<file path="config.mk">
export PLATFORM = sky130hd
export DESIGN_NAME = front_panel_switches
export DESIGN_NICKNAME = d
export VERILOG_FILES = /design/src/rtl/front_panel_switches.sv
export SDC_FILE = /design/constraint.sdc
export NUM_CORES = 1
export LEC_CHECK = 0
export ABC_AREA = 1
export CAP_MARGIN = 30
export CORE_MARGIN = 2
export CORE_UTILIZATION = 55
export DETAILED_ROUTE_END_ITERATION = 6
export PLACE_DENSITY = 0.78
export RECOVER_POWER = 25
export SYNTH_ARGS = -nofsm -noshare
export SYNTH_HDL_FRONTEND = slang
export SYNTH_SLANG_ARGS = --single-unit
</file>
<file path="constraint.sdc">
create_clock -name clk -period 2 [get_ports clk]
set_clock_uncertainty 0.15 [all_clocks]
set_input_delay 0.4 -clock clk [delete_from_list [all_inputs] [get_ports clk]]
set_output_delay 0.4 -clock clk [all_outputs]
set_load 0.05 [all_outputs]
</file>
<file path="src/rtl/front_panel_switches.sv">
// Altair front-panel switch state from the registered keyboard cursor pair: latching toggles plus
// momentary levers with edge pulses and minimum hold. Optional auto-repeat: define FP_AUTOREPEAT_EN.
//
// state   | meaning
// IDLE    | no momentary lever asserted
// HELD    | lever asserted and still pressed at the cursor
// STRETCH | lever released early, level kept until hold_cnt reaches MIN_HOLD
module front_panel_switches #(
    parameter int                      TOGGLE_COUNT  = 17,
    parameter int                      MOM_COUNT     = 8,
    parameter int                      MIN_HOLD      = 50000,
    parameter logic [TOGGLE_COUNT-1:0] TOGGLE_INIT   = '0,
    parameter int                      REPEAT_DELAY  = 25000000,
    parameter int                      REPEAT_PERIOD = 5000000
) (
    input  logic                    clk,
    input  logic                    reset_n,
    input  logic [4:0]              cursor_index,
    input  logic [1:0]              cursor_action,
    output logic [TOGGLE_COUNT-1:0] toggle_sw,
    output logic [MOM_COUNT-1:0]    mom_up,
    output logic [MOM_COUNT-1:0]    mom_dn,
    output logic [MOM_COUNT-1:0]    mom_up_pulse,
    output logic [MOM_COUNT-1:0]    mom_dn_pulse,
    output logic                    toggle_changed
);

    localparam int                HOLD_W   = $clog2(MIN_HOLD + 1);
    localparam int                MOM_W    = (MOM_COUNT > 1) ? $clog2(MOM_COUNT) : 1;
    localparam logic [4:0]        TOG_BASE = 5'(TOGGLE_COUNT);
    localparam logic [4:0]        MOM_SPAN = 5'(MOM_COUNT);
    localparam logic [HOLD_W-1:0] HOLD_MAX = HOLD_W'(MIN_HOLD);

    if (MIN_HOLD < 1) begin : g_bad_hold
        $error("MIN_HOLD must be at least 1");
    end
    if (REPEAT_DELAY < 1 || REPEAT_PERIOD < 1) begin : g_bad_repeat
        $error("REPEAT_DELAY and REPEAT_PERIOD must be at least 1");
    end

    typedef enum logic [1:0] {IDLE, HELD, STRETCH} state_t;

    state_t                  state, state_nxt;
    logic [4:0]              prev_idx;
    logic [1:0]              prev_act;
    logic [MOM_W-1:0]        mom_sel, sel_nxt;
    logic                    mom_is_up, up_nxt;
    logic [HOLD_W-1:0]       hold_cnt, hold_nxt, hold_inc;
    logic [MOM_COUNT-1:0]    up_pulse_nxt, dn_pulse_nxt;
    logic [MOM_COUNT-1:0]    mom_onehot, press_onehot;
    logic [TOGGLE_COUNT-1:0] toggle_nxt;
    logic [4:0]              mom_off;
    logic                    evt, mom_valid, is_press, rep_fire;

    assign evt          = (cursor_index != prev_idx) || (cursor_action != prev_act);
    assign mom_off      = cursor_index - TOG_BASE;
    assign mom_valid    = (cursor_index >= TOG_BASE) && (mom_off < MOM_SPAN);
    assign is_press     = evt && mom_valid && (cursor_action == 2'd1 || cursor_action == 2'd2);
    assign mom_onehot   = MOM_COUNT'(1) << mom_sel;
    assign press_onehot = MOM_COUNT'(1) << mom_off[MOM_W-1:0];
    assign hold_inc     = (hold_cnt >= HOLD_MAX) ? hold_cnt : hold_cnt + 1'b1;

    // Levels come straight from state so an async reset drops them immediately.
    assign mom_up = (state != IDLE && mom_is_up)  ? mom_onehot : '0;
    assign mom_dn = (state != IDLE && !mom_is_up) ? mom_onehot : '0;

`ifdef FP_AUTOREPEAT_EN
    localparam int REP_MAX = (REPEAT_DELAY > REPEAT_PERIOD) ? REPEAT_DELAY : REPEAT_PERIOD;
    localparam int REP_W   = $clog2(REP_MAX + 1);

    logic [REP_W-1:0] rep_cnt, rep_nxt;

    // Down-counter: loaded on press, fires at terminal count, reloads with the period.
    always_comb begin
        rep_nxt  = rep_cnt;
        rep_fire = 1'b0;
        if (is_press) begin
            rep_nxt = REP_W'(REPEAT_DELAY - 1);
        end else if (state == HELD && !evt) begin
            if (rep_cnt == '0) begin
                rep_fire = 1'b1;
                rep_nxt  = REP_W'(REPEAT_PERIOD - 1);
            end else begin
                rep_nxt = rep_cnt - 1'b1;
            end
        end else begin
            rep_nxt = '0;
        end
    end

    always_ff @(posedge clk or negedge reset_n) begin
        if (!reset_n) rep_cnt <= '0;
        else          rep_cnt <= rep_nxt;
    end
`else
    assign rep_fire = 1'b0;
`endif

    always_comb begin
        toggle_nxt = toggle_sw;
        if (evt && cursor_index < TOG_BASE) begin
            case (cursor_action)
                2'd1:       toggle_nxt[cursor_index] = 1'b1;
                2'd0, 2'd2: toggle_nxt[cursor_index] = 1'b0;
                default:    ;
            endcase
        end
    end

    always_comb begin
        state_nxt    = state;
        sel_nxt      = mom_sel;
        up_nxt       = mom_is_up;
        hold_nxt     = hold_cnt;
        up_pulse_nxt = '0;
        dn_pulse_nxt = '0;
        if (is_press) begin
            // A new press pre-empts whatever lever is held or stretching.
            state_nxt = HELD;
            sel_nxt   = mom_off[MOM_W-1:0];
            up_nxt    = (cursor_action == 2'd1);
            hold_nxt  = HOLD_W'(1);
            if (cursor_action == 2'd1) up_pulse_nxt = press_onehot;
            else                       dn_pulse_nxt = press_onehot;
        end else begin
            case (state)
                HELD: begin
                    hold_nxt = hold_inc;
                    if (evt) begin
                        if (hold_cnt >= HOLD_MAX) begin
                            state_nxt = IDLE;
                            hold_nxt  = '0;
                        end else begin
                            state_nxt = STRETCH;
                        end
                    end else if (rep_fire) begin
                        if (mom_is_up) up_pulse_nxt = mom_onehot;
                        else           dn_pulse_nxt = mom_onehot;
                    end
                end
                STRETCH: begin
                    if (hold_cnt >= HOLD_MAX) begin
                        state_nxt = IDLE;
                        hold_nxt  = '0;
                    end else begin
                        hold_nxt = hold_inc;
                    end
                end
                default: hold_nxt = '0;
            endcase
        end
    end

    always_ff @(posedge clk or negedge reset_n) begin
        if (!reset_n) begin
            state          <= IDLE;
            prev_idx       <= 5'd0;
            prev_act       <= 2'd3;
            mom_sel        <= '0;
            mom_is_up      <= 1'b0;
            hold_cnt       <= '0;
            mom_up_pulse   <= '0;
            mom_dn_pulse   <= '0;
            toggle_sw      <= TOGGLE_INIT;
            toggle_changed <= 1'b0;
        end else begin
            state          <= state_nxt;
            prev_idx       <= cursor_index;
            prev_act       <= cursor_action;
            mom_sel        <= sel_nxt;
            mom_is_up      <= up_nxt;
            hold_cnt       <= hold_nxt;
            mom_up_pulse   <= up_pulse_nxt;
            mom_dn_pulse   <= dn_pulse_nxt;
            toggle_sw      <= toggle_nxt;
            toggle_changed <= (toggle_nxt != toggle_sw);
        end
    end

endmodule
</file>
==> results of run 1 <==
## critical path, cell delays in order (launching register included)
cell and delay (ps):
dfrtp_1 460, inv_2 100, ha_4 200, inv_8 90, nand2_8 120, nor2_4 160
buf_12 150
## metrics by stage
stage / hold WS (ps) / total power (µW) / cell area [µm²] / util, % / setup TNS (ps)
2_1_floorplan: -45.6 / 2610 / 4070 / - / -5.66
3_3_place_gp: 288 / 3240 / 5260 / 72.8 / -23850
3_5_place_dp: 293 / 3310 / 5260 / 72.8 / -26870
4_1_cts: 294 / 4860 / 5790 / 80.3 / 0
5_1_grt: 179 / 5500 / 6030 / 83.6 / -5050
6_report: 178 / 5280 / 6030 / 83.6 / -3190
## final timing paths
kind                             startpoint            end  slack (ps)  cells past startpoint
max in group asynchronous           reset_n   hold_cnt[11]         410                      3
setup / recovery                   state[1]      mom_up[5]        -210                      6
hold reg to reg               toggle_sw[12]  toggle_sw[12]         430                      2
min in group asynchronous           reset_n    hold_cnt[1]         670                      3
hold / removal             cursor_action[1]    prev_act[1]         180                      2
setup reg to reg                hold_cnt[5]    hold_cnt[7]        -100                     10
## sequential cells by signal, indices dropped and copies added (netlist names), 2 cells and up
name          flops
toggle_sw        17
hold_cnt         16
mom_dn_pulse      8
mom_up_pulse      8
prev_idx          5
mom_sel           3
prev_act          2
state             2
## cells in the final DEF (no fill, tap or decap), types with 2 or more instances in the layout
cell,count
ha_2,7
clkinvlp_4,2
ha_4,2
clkbuf_16,2
nand2_1,150
inv_2,12
ha_1,11
buf_12,20
clkbuf_8,9
o21ai_2,2
o21ai_1,3
nor3_1,4
dfrtp_1,60
o21ai_0,29
xnor2_1,2
inv_6,3
nand2_8,2
nand2_2,3
inv_1,68
nor2_2,15
nor2_1,43
nor2_4,25
buf_4,101
dfstp_2,2
nand3_1,58
clkinv_4,3
a21oi_1,2
nand3_2,10
clkbuf_1,4
o31ai_1,2
xor2_1,11
nand4_1,21
dlygate4sd2_1,6
nor3_2,2
buf_6,2
## cell type report
cell class | instances | area, µm² | share of cell area, %
multi-input cells | 413 | 2440 | 40.5
flip-flops and latches | 63 | 1580 | 26.2
repair buffers | 140 | 1350 | 22.4
inverters | 82 | 320 | 5.31
clock buffers | 9 | 124 | 2.05
well taps | 99 | 124 | 2.05
clock inverters | 7 | 80.1 | 1.33
repair inverters | 1 | 8.76 | 0.145
## power breakdown
part	total (µW)	switching, µW	internal (µW)	leakage (µW)
Sequential	1560	172	1390	0.000811
Combinational	2540	1590	945	0.00210
Clock	1170	585	590	0.0000968
Total	5280	2350	2930	0.00301
## kinds of logic (layout without fill, tap and decap cells)
group | count (synthesis) | after routing
AND/OR/NAND/NOR | 337 | 337
AO/OA/AOI/OAI | 42 | 42
flip-flops | 63 | 63
adder cells (fa/ha/maj) | 20 | 20
buffers and inverters | 100 | 239
XOR/XNOR | 14 | 14
## routing by layer
layer / track usage (%) / share of wire, % / wire length [µm] / up-vias
met5: 0 / 0 / 0 / -
met3: 7.54 / 6.5 / 921 / 79
li1: - / - / - / 2091
met4: 17.9 / 5.6 / 788 / 0
met1: 36.3 / 36 / 5130 / 2160
met2: 57.8 / 52 / 7300 / 233
## Yosys cell counts (2+ instances only)
| cell | n |
|---|---|
| ha_1 | 20 |
| nor2_1 | 79 |
| dfstp_2 | 2 |
| dfrtp_1 | 61 |
| nand2_1 | 155 |
| o21ai_0 | 32 |
| inv_1 | 78 |
| nand4_1 | 21 |
| nor4_1 | 2 |
| xor2_1 | 11 |
| buf_6 | 6 |
| inv_2 | 3 |
| o21ai_1 | 2 |
| o31ai_1 | 2 |
| buf_1 | 2 |
| a21oi_1 | 2 |
| buf_2 | 9 |
| nor3_1 | 5 |
| xnor2_1 | 3 |
| nor2_4 | 3 |
| nand3_1 | 67 |
## repair_timing
item | 4_1_cts | 5_1_grt
pin swaps | 17 | 15
endpoints found under the setup margin | 67 | 53
hold buffers | 1 | 0
setup buffers | 7 | 8
endpoints found under the hold margin | 61 | 0
gates cloned | 2 | 2
gates resized for setup | 83 | 46
==> run_results.csv, run 1 <==
group,metric,value,unit
drt,drc,0,
clock_network,cts_buffers,9,
global_routing,grt_overflow_total,0,
synthesis,synth_edf_count,0,
layout,fin_cells,814,
die,num_rows,31,
synthesis,avgSynthCellArea,7.06,µm²
synthesis,synth.top_cells.by_area,"dfrtp_1, nand2_1, nand3_1, nor2_1, inv_1",
timing,finalCritPeriodShare,110,%
synthesis,synth-xor-area-share,3.01,%
timing,worstMarginPinSlew,893,ps
worst_setup_path,cp_max_fo,8,
drt,drtAntennaViolNets,0,
synthesis,syn-num-nets,605,
synthesis,synth_top_family_by_area,"simple AND/OR/NAND/NOR gates",
drt,wl_per_cell,17.4,µm
synthesis,ys_seq_area_share,38.8,%
synthesis,ys_warn_count,0,
worst_setup_path,arrival,1660,ps
layout,diodes,0,
placed_design,dpl_worst_slack,-784,ps
placed_design,hpwl,8.00,mm
global_routing,grt_max_degree,64,
run_status,violations,"setup timing",
worst_setup_path,critical_path_class,"reg -> out",
placed_design,gp_congestion,0.917,
placed_design,dp_cells,778,
worst_setup_path,end_kind,"output pin",
clock_network,cts.sinks,63,
synthesis,yosys.area.top_type_share,37.5,%
worst_setup_path,worstPathRequired,1450,ps
die,die_y,90,µm
job,drv_cap,0,
timing,max_freq,453,MHz
placed_design,portBuffers,58,
layout,syn2layout_area_growth,48.3,%
die,die_w,90,µm
clock_network,cts_tree,"done",
synthesis,async_flop_share,100,%
drt,dr_total_vias,4563,
clock_network,path_clk_slew,80,ps
drt,drt-total-wl,14.1,mm
hold_path,hold_class,"in -> reg",
synthesis,synthCells,576,
global_routing,grt_pass1_vias,4513,
layout,drive_above_1_share,33.1,%
power_and_ir_drop,p_leak,0.00301,µW
global_routing,grt_pass1_wl,21.3,mm
synthesis,synth_simple_gate_area_share,35.8,%
timing,min_period,2210,ps
synthesis,synth_compound_area_share,5.60,%
layout,nNetsFinal,739,
die,die_area,0.00810,mm²
synthesis,muxShareOfSynthArea,0,%
run_status,status,"complete, but fails checks",
clock_network,clkLatencyLatePin,360,ps
global_routing,grt_antenna_before_repair,0,
timing,finalMaxSlewViolations,0,
power_and_ir_drop,p_per_area,875,mW/mm²
timing,slew_headroom,40.5,%
global_routing,grt.total_usage,32.7,%
synthesis,synthAdderAreaFrac,6.15,%
synthesis,ys_ff_latch,63,
die,start_util,56.4,%
timing,setup_viol,22,
clock_network,h-tree-depth,3,
die,coreArea,0.00721,mm²
die,pin_count,59,
clock_network,clk_path_buf_depth,2,
synthesis,netlist_area,0.00407,mm²
layout,fillCellCount,433,
timing,fin_ws,-208,ps
drt,firstDrtPassIters,5,
drt,drt-initial-drc-count,377,
synthesis,synth-main-ff-cell,"dfrtp_1",
clock_network,cts_root_buffer,"clkbuf_8",
synthesis,synthDistinctLibCells,32,
synthesis,yosysTopAreaCell,"dfrtp_1",
drt,viasPerCell,5.61,
worst_setup_path,cp-start-kind,"flip-flop",
timing,hold_viol_final,0,
timing,rsz0062_at_grt,"yes",
power_and_ir_drop,ir_drop,0.494,mV
Power figures use the tool's default switching activity.
==> inputs of run 2 (changes only) <==
--- a/config.mk
+++ b/config.mk
@@ -8,9 +8,9 @@
 export ABC_AREA = 1
 export CAP_MARGIN = 30
 export CORE_MARGIN = 2
-export CORE_UTILIZATION = 55
+export CORE_UTILIZATION = 30
 export DETAILED_ROUTE_END_ITERATION = 6
-export PLACE_DENSITY = 0.78
+export PLACE_DENSITY = 0.46
 export RECOVER_POWER = 25
 export SYNTH_ARGS = -nofsm -noshare
 export SYNTH_HDL_FRONTEND = slang
==> run 2 against run 1 <==
The run still ends with setup timing left. Final cell count grew 10%. Register-to-register slack gained 90 ps. Sequential share of layout area down 0.98 points. First-iteration DRC count fell by 47%. Die area increased by 79%. Critical path depth grew 8. Maximum frequency grew 9.6%. Largest power group unchanged. Via count shrank 11%. Sequential cell count is the same. Hold slack worse by 12 ps. Global-route usage down 16 points.
==> run_results.csv, run 2 (synthesized netlist as in run 1, its figures left out) <==
group,metric,value,unit
run_status,status,"complete, but fails checks",
run_status,violations,"setup timing",
drt,drt-total-wl,11.7,mm
layout,drive_above_1_share,32.5,%
hold_path,hold_class,"in -> reg",
die,coreArea,0.0132,mm²
power_and_ir_drop,combPwrFrac,40.4,%
drt,drt-initial-drc-count,201,
placed_design,portBuffers,58,
worst_setup_path,r2r_end,"toggle_changed",
global_routing,grt.total_usage,16.7,%
placed_design,gp_congestion,0.825,
timing,rsz0062_at_grt,"yes",
clock_network,clk_path_buf_depth,2,
worst_setup_path,crit_family,"simple AND/OR/NAND/NOR gates",
timing,worstMarginPinSlew,597,ps
worst_setup_path,worstPathRequired,2080,ps
worst_setup_path,ff2ff_setup_slack,-10,ps
timing,finalMaxSlewViolations,0,
worst_setup_path,critical_path_buf_inv_count,2,
die,die_area,0.0145,mm²
drt,wl_per_cell,13.0,µm
clock_network,h-tree-depth,3,
worst_setup_path,worstSetupStartpoint,"prev_act[0]",
layout,syn2layout_area_growth,54.2,%
worst_setup_path,cp_max_fo,8,
worst_setup_path,cp.depth,14,
die,die_y,120,µm
worst_setup_path,r2r-start,"prev_act[0]",
worst_setup_path,cp_cell_sequence,"inv_1, nand2_1, nand2_1, nand3_2, nor2_4, nor2_4, buf_12, nand2_4, nand3_2, nand2_1, nor2_1, nand2_1, nor2_1, nand2_1",
drt,dr_total_vias,4082,
clock_network,cts_tree,"done",
placed_design,dp_cells,868,
timing,hold_viol_final,0,
clock_network,cts_buffers,9,
timing,setup_viol,1,
drt,firstDrtPassIters,4,
drt,drc,0,
global_routing,grt_pass1_wl,19.2,mm
worst_setup_path,timing.critical_path.slowest_stage_cell,"dfstp_2",
worst_setup_path,end_kind,"flip-flop",
placed_design,hpwl,8.52,mm
worst_setup_path,max_stage_delay,530,ps
worst_setup_path,setup.worst_path.end,"toggle_changed",
worst_setup_path,path_common_cell,"nand2_1",
timing,finalCritPeriodShare,101,%
power_and_ir_drop,p_per_area,881,mW/mm²
power_and_ir_drop,p_leak,0.00311,µW
power_and_ir_drop,power,5520,µW
die,start_util,30.7,%
layout,fin_cells,899,
timing,max_freq,496,MHz
drt,viasPerCell,4.54,
job,drv_cap,0,
worst_setup_path,cp-start-kind,"flip-flop",
timing,fin_ws,-15.0,ps
global_routing,grt_pass1_vias,3983,
layout,biggestRegsByFlops,"toggle_sw (17), hold_cnt (16)",
global_routing,grt_antenna_before_repair,0,
worst_setup_path,critical_path_class,"reg -> reg",
placed_design,dpl_worst_slack,-644,ps
power_and_ir_drop,pwr-share-seq,27.9,%
layout,layout_commonest_cell,"nand2_1",
global_routing,grt_overflow_total,0,
power_and_ir_drop,p_sw_share,38.5,%
layout,largest_register_ff_count,17,
global_routing,grt_max_degree,33,
die,pin_count,59,
timing,slew_headroom,60.2,%
power_and_ir_drop,power.share.clock,31.7,%
clock_network,path_clk_slew,60,ps
clock_network,clkLatencyLatePin,340,ps
layout,nNetsFinal,747,
power_and_ir_drop,p_switching,2130,µW
clock_network,cts.sinks,63,
die,num_rows,42,
drt,drtAntennaViolNets,0,
power_and_ir_drop,ir_drop,0.544,mV
layout,most-common-layout-cells,"nand2_1, buf_4, inv_1",
worst_setup_path,arrival,2090,ps
clock_network,cts_root_buffer,"clkbuf_16",
timing,min_period,2010,ps
layout,diodes,0,
layout,top_register,"toggle_sw",
die,die_w,120,µm
power_and_ir_drop,p_int,3400,µW
worst_setup_path,ff2ff_path_depth,14,
==> run 2: repair_timing <==
item	CTS	global route
pin swaps	7	28
gates resized for setup	58	49
hold buffers	1	0
buffers inserted	5	7
endpoints found under the setup margin	59	39
endpoints found under the hold margin	18	0
gates cloned	0	2
==> run 2: worst min-delay path by stage <==
stage                          start     endpoint  slack, ps  cells after the start
finish              cursor_action[1]  prev_act[1]        170                      2
CTS                  cursor_index[3]  prev_idx[3]        230                      1
global route        cursor_action[1]  prev_act[1]        180                      2
floorplan                    reset_n  hold_cnt[0]        -50                      0
detailed placement           reset_n    mom_is_up        300                      1
global placement             reset_n    mom_is_up        300                      1
==> run 2: per-stage QoR <==
stage	area, µm²	hold slack (ps)	setup TNS (ps)	util, %
floorplan	4070	-45.6	-5.66	-
global placement	5470	297	-23340	41.3
detailed placement	5470	299	-23850	41.3
CTS	6010	226	-299	45.4
global route	6270	178	-844	47.4
finish	6270	166	-15.0	47.4
==> run 2: per-layer routing <==
| metal | routed length [µm] | GRT usage, % | vias to the layer above | part of all wire, % |
|---|---|---|---|---|
| li1 | - | - | 2107 | - |
| met2 | 5560 | 27.4 | 49 | 47 |
| met4 | 239 | 6.69 | 0 | 2.0 |
| met5 | 0 | 0 | - | 0 |
| met3 | 330 | 3.30 | 16 | 2.8 |
| met1 | 5600 | 21.6 | 1910 | 48 |
==> run 2: power groups by stage <==
stage / logic [µW] / registers, µW / clock network [µW]
after floorplan: 912 / 1700 / 0
after global placement: 1790 / 1540 / 0
after detailed placement: 1810 / 1540 / 0
after CTS: 2050 / 1530 / 1790
after global routing: 2430 / 1560 / 1870
final: 2230 / 1540 / 1750
==> run 2: worst register-to-register path: cells and delay by family (launching register included) <==
| family | cells | cell delay (ps) |
|---|---|---|
| buf+inv | 2 | 210 |
| flops | 1 | 530 |
| simple gates | 12 | 1010 |
==> run 2: final cells by class <==
| type | count | area (µm²) |
|---|---|---|
| fillers | 1326 | 6970 |
| multi-input cells | 413 | 2380 |
| flip-flops and latches | 63 | 1580 |
| repair buffers | 149 | 1450 |
| inverters | 82 | 314 |
| clock buffers | 9 | 225 |
| well taps | 176 | 220 |
| clock inverters | 7 | 103 |
==> inputs of run 3 (changes only) <==
--- a/config.mk
+++ b/config.mk
@@ -5,12 +5,12 @@
 export SDC_FILE = /design/constraint.sdc
 export NUM_CORES = 1
 export LEC_CHECK = 0
-export ABC_AREA = 1
 export CAP_MARGIN = 30
+export CORE_ASPECT_RATIO = 1.4
 export CORE_MARGIN = 2
 export CORE_UTILIZATION = 30
 export DETAILED_ROUTE_END_ITERATION = 6
-export PLACE_DENSITY = 0.46
+export PLACE_DENSITY = 0.47
 export RECOVER_POWER = 25
 export SYNTH_ARGS = -nofsm -noshare
 export SYNTH_HDL_FRONTEND = slang
==> run 3 against run 2 <==
Largest cell class unchanged. Synthesized area decreased by 12%. The run still ends with setup timing left. Die area decreased by 11%. Highest routed layer unchanged. Design area down 2.5%. Maximum frequency is 14% lower. Synthesized cell count fell by 33%. Total power fell by 4.5%. Non-clock buffer count is 8 higher. Via count decreased by 14%. Global-route usage increased by 3.0 points. Final cell count decreased by 23%. Sequential cell count unchanged. First-iteration DRC count shrank 57%.
==> run_results.csv, run 3 <==
group,metric,value,unit
run_status,status,"complete, but fails checks",
run_status,violations,"setup timing",
worst_setup_path,critical_path_class,"reg -> out",
clock_network,h-tree-depth,3,
power_and_ir_drop,p_per_area,863,mW/mm²
clock_network,cts_buffers,9,
timing,fin_ws,-334,ps
die,die_area,0.0129,mm²
timing,slew_headroom,38.6,%
drt,viasPerCell,5.12,
die,die_y,133,µm
global_routing,grt_pass1_vias,3736,
synthesis,yosys.area.top_type_share,42.6,%
power_and_ir_drop,p_leak,0.00268,µW
die,coreArea,0.0118,mm²
synthesis,synthTopCellsByCount,"dfrtp_1, nand2_1, nor2_1",
layout,fin_area,0.00611,mm²
clock_network,clk_path_buf_depth,2,
worst_setup_path,timing.critical_path.slowest_stage_cell,"or3b_4",
drt,dr_total_vias,3524,
drt,drtAntennaViolNets,0,
synthesis,ys_warn_count,0,
global_routing,grt_use_met2,35.0,%
hold_path,hold_class,"in -> reg",
clock_network,cts_root_buffer,"clkbuf_16",
die,start_util,30.5,%
clock_network,cts.sinks,63,
timing,finalCritPeriodShare,117,%
die,die_w,96.4,µm
synthesis,yosys.cell_count.top_type,"dfrtp_1",
worst_setup_path,max_stage_delay,410,ps
clock_network,path_clk_slew,60,ps
power_and_ir_drop,power,5280,µW
synthesis,yosysTopAreaCell,"dfrtp_1",
clock_network,clkLatencyLatePin,340,ps
layout,diodes,0,
timing,min_period,2330,ps
layout,most-common-layout-cells,"buf_4, dfrtp_1, nand2_1",
synthesis,async_flop_share,100,%
placed_design,hpwl,8.49,mm
global_routing,grt_pass1_wl,19.2,mm
layout,drive_above_1_share,51.0,%
drt,drt-total-wl,12.2,mm
timing,whs,107,ps
layout,final_core_util,52.0,%
synthesis,ys_ff_latch,63,
worst_setup_path,cp_max_fo,4,
global_routing,grt-busiest-layer,"met2",
layout,syn2layout_area_growth,70.5,%
layout,layout_commonest_cell,"buf_4",
global_routing,grt_max_degree,64,
power_and_ir_drop,ir_drop,0.435,mV
placed_design,portBuffers,58,
die,num_rows,47,
worst_setup_path,cp-start-kind,"flip-flop",
timing,hold_viol_final,0,
worst_setup_path,worstPathRequired,1450,ps
synthesis,synthCells,386,
die,pin_count,59,
timing,finalMaxSlewViolations,0,
drt,drt-initial-drc-count,87,
placed_design,gp_congestion,0.890,
synthesis,avgSynthCellArea,9.29,µm²
placed_design,dp_cells,655,
synthesis,synthDistinctLibCells,59,
worst_setup_path,arrival,1780,ps
synthesis,syn-num-nets,415,
synthesis,synth_edf_count,0,
timing,worstMarginPinSlew,921,ps
drt,firstDrtPassIters,6,
timing,max_freq,429,MHz
synthesis,synth.top_cells.by_area,"dfrtp_1, ha_1, nand2_1, xnor2_1, nor2_1",
timing,rsz0062_at_grt,"yes",
global_routing,grt_use_met3,3.90,%
layout,biggestRegsByFlops,"toggle_sw (17), hold_cnt (16)",
layout,largest_register_ff_count,17,
clock_network,cts_tree,"done",
global_routing,use_met1,21.2,%
synthesis,netlist_area,0.00359,mm²
layout,top_register,"toggle_sw",
global_routing,grt_overflow_total,0,
layout,fin_cells,688,
synthesis,ys_seq_area_share,44.0,%
worst_setup_path,cp_cell_sequence,"inv_2, ha_4, or3b_4, buf_4, nor2_4, buf_12",
timing,setup_viol,57,
worst_setup_path,end_kind,"output pin",
drt,wl_per_cell,17.7,µm
drt,drc,0,
synthesis,synth-main-ff-cell,"dfrtp_1",
global_routing,grt.total_usage,19.7,%
placed_design,postPlaceCellArea,0.00510,mm²
layout,nNetsFinal,565,
job,drv_cap,0,
global_routing,grt_antenna_before_repair,0,
[run 3: cell count changes in the layout (fill, tap and decap cells not counted), sizes merged, moves of 11 or more]
cell / before / now
and3: 0 / 11
a21oi: 2 / 23
xnor2: 3 / 16
nor2: 83 / 40
inv: 84 / 20
nand3: 68 / 7
a31oi: 0 / 17
nand4: 21 / 4
o21ai: 34 / 12
nand2: 156 / 40
[run 3: what timing repair did]
action,CTS,global route
resized for setup,80,69
pin swaps,32,35
hold buffers,1,0
hold endpoints to repair,61,0
cloned,2,2
setup buffers,7,11
endpoints found under the setup margin,72,66
[run 3: routing by layer]
layer	share of wire, %	routed length (µm)
met3	4.1	500
met5	0	0
met1	37	4490
met4	3.7	456
met2	55	6720
[run 3: cell families (layout without fill, tap and decap cells)]
group	count (synthesis)	after routing	synth area share, %
flip-flops	63	63	44.0
adder cells (fa/ha/maj)	20	20	6.98
buffers and inverters	40	193	4.74
multiplexers	4	4	1.15
XOR/XNOR	20	20	4.88
AO/OA/AOI/OAI	92	94	17.4
AND/OR/NAND/NOR	147	147	20.9
[run 3: final timing paths]
path / from / to / slack [ps] / depth (start not counted)
max: state[1] / mom_dn[7] / -330 / 6
min: cursor_index[0] / prev_idx[0] / 110 / 1
max reg2reg: hold_cnt[11] / hold_cnt[4] / -170 / 6
min reg2reg: mom_sel[1] / mom_sel[1] / 400 / 2
max in group asynchronous: reset_n / hold_cnt[14] / 420 / 3
min in group asynchronous: reset_n / prev_idx[2] / 690 / 3
[run 3: worst max-delay path: cells and delay by family (launching register included)]
| family | cells | cell delay [ps] |
|---|---|---|
| simple gates | 2 | 510 |
| fa+ha+maj | 1 | 170 |
| flops | 1 | 380 |
| buf+inv | 3 | 380 |
[run 3: layout make-up]
cell class / count / area [µm²]
timing repair buffer: 157 / 1450
sequential: 63 / 1580
tap: 147 / 184
multi-input combinational: 285 / 2510
clock inverter: 6 / 68.8
inverter: 20 / 82.6
fill: 1101 / 5650
clock buffer: 10 / 239
[run 3: metrics by stage]
stage | worst slack [ps] | setup TNS (ps)
after floorplan | -331 | -3830
after global placement | -845 | -39770
after detailed placement | -878 | -41490
after CTS | -342 | -5000
after global routing | -375 | -12260
final | -334 | -6950
[run 3: power breakdown]
| part | switching (µW) | internal, µW |
|---|---|---|
| Sequential | 114 | 1370 |
| Combinational | 1230 | 935 |
| Clock | 618 | 1000 |
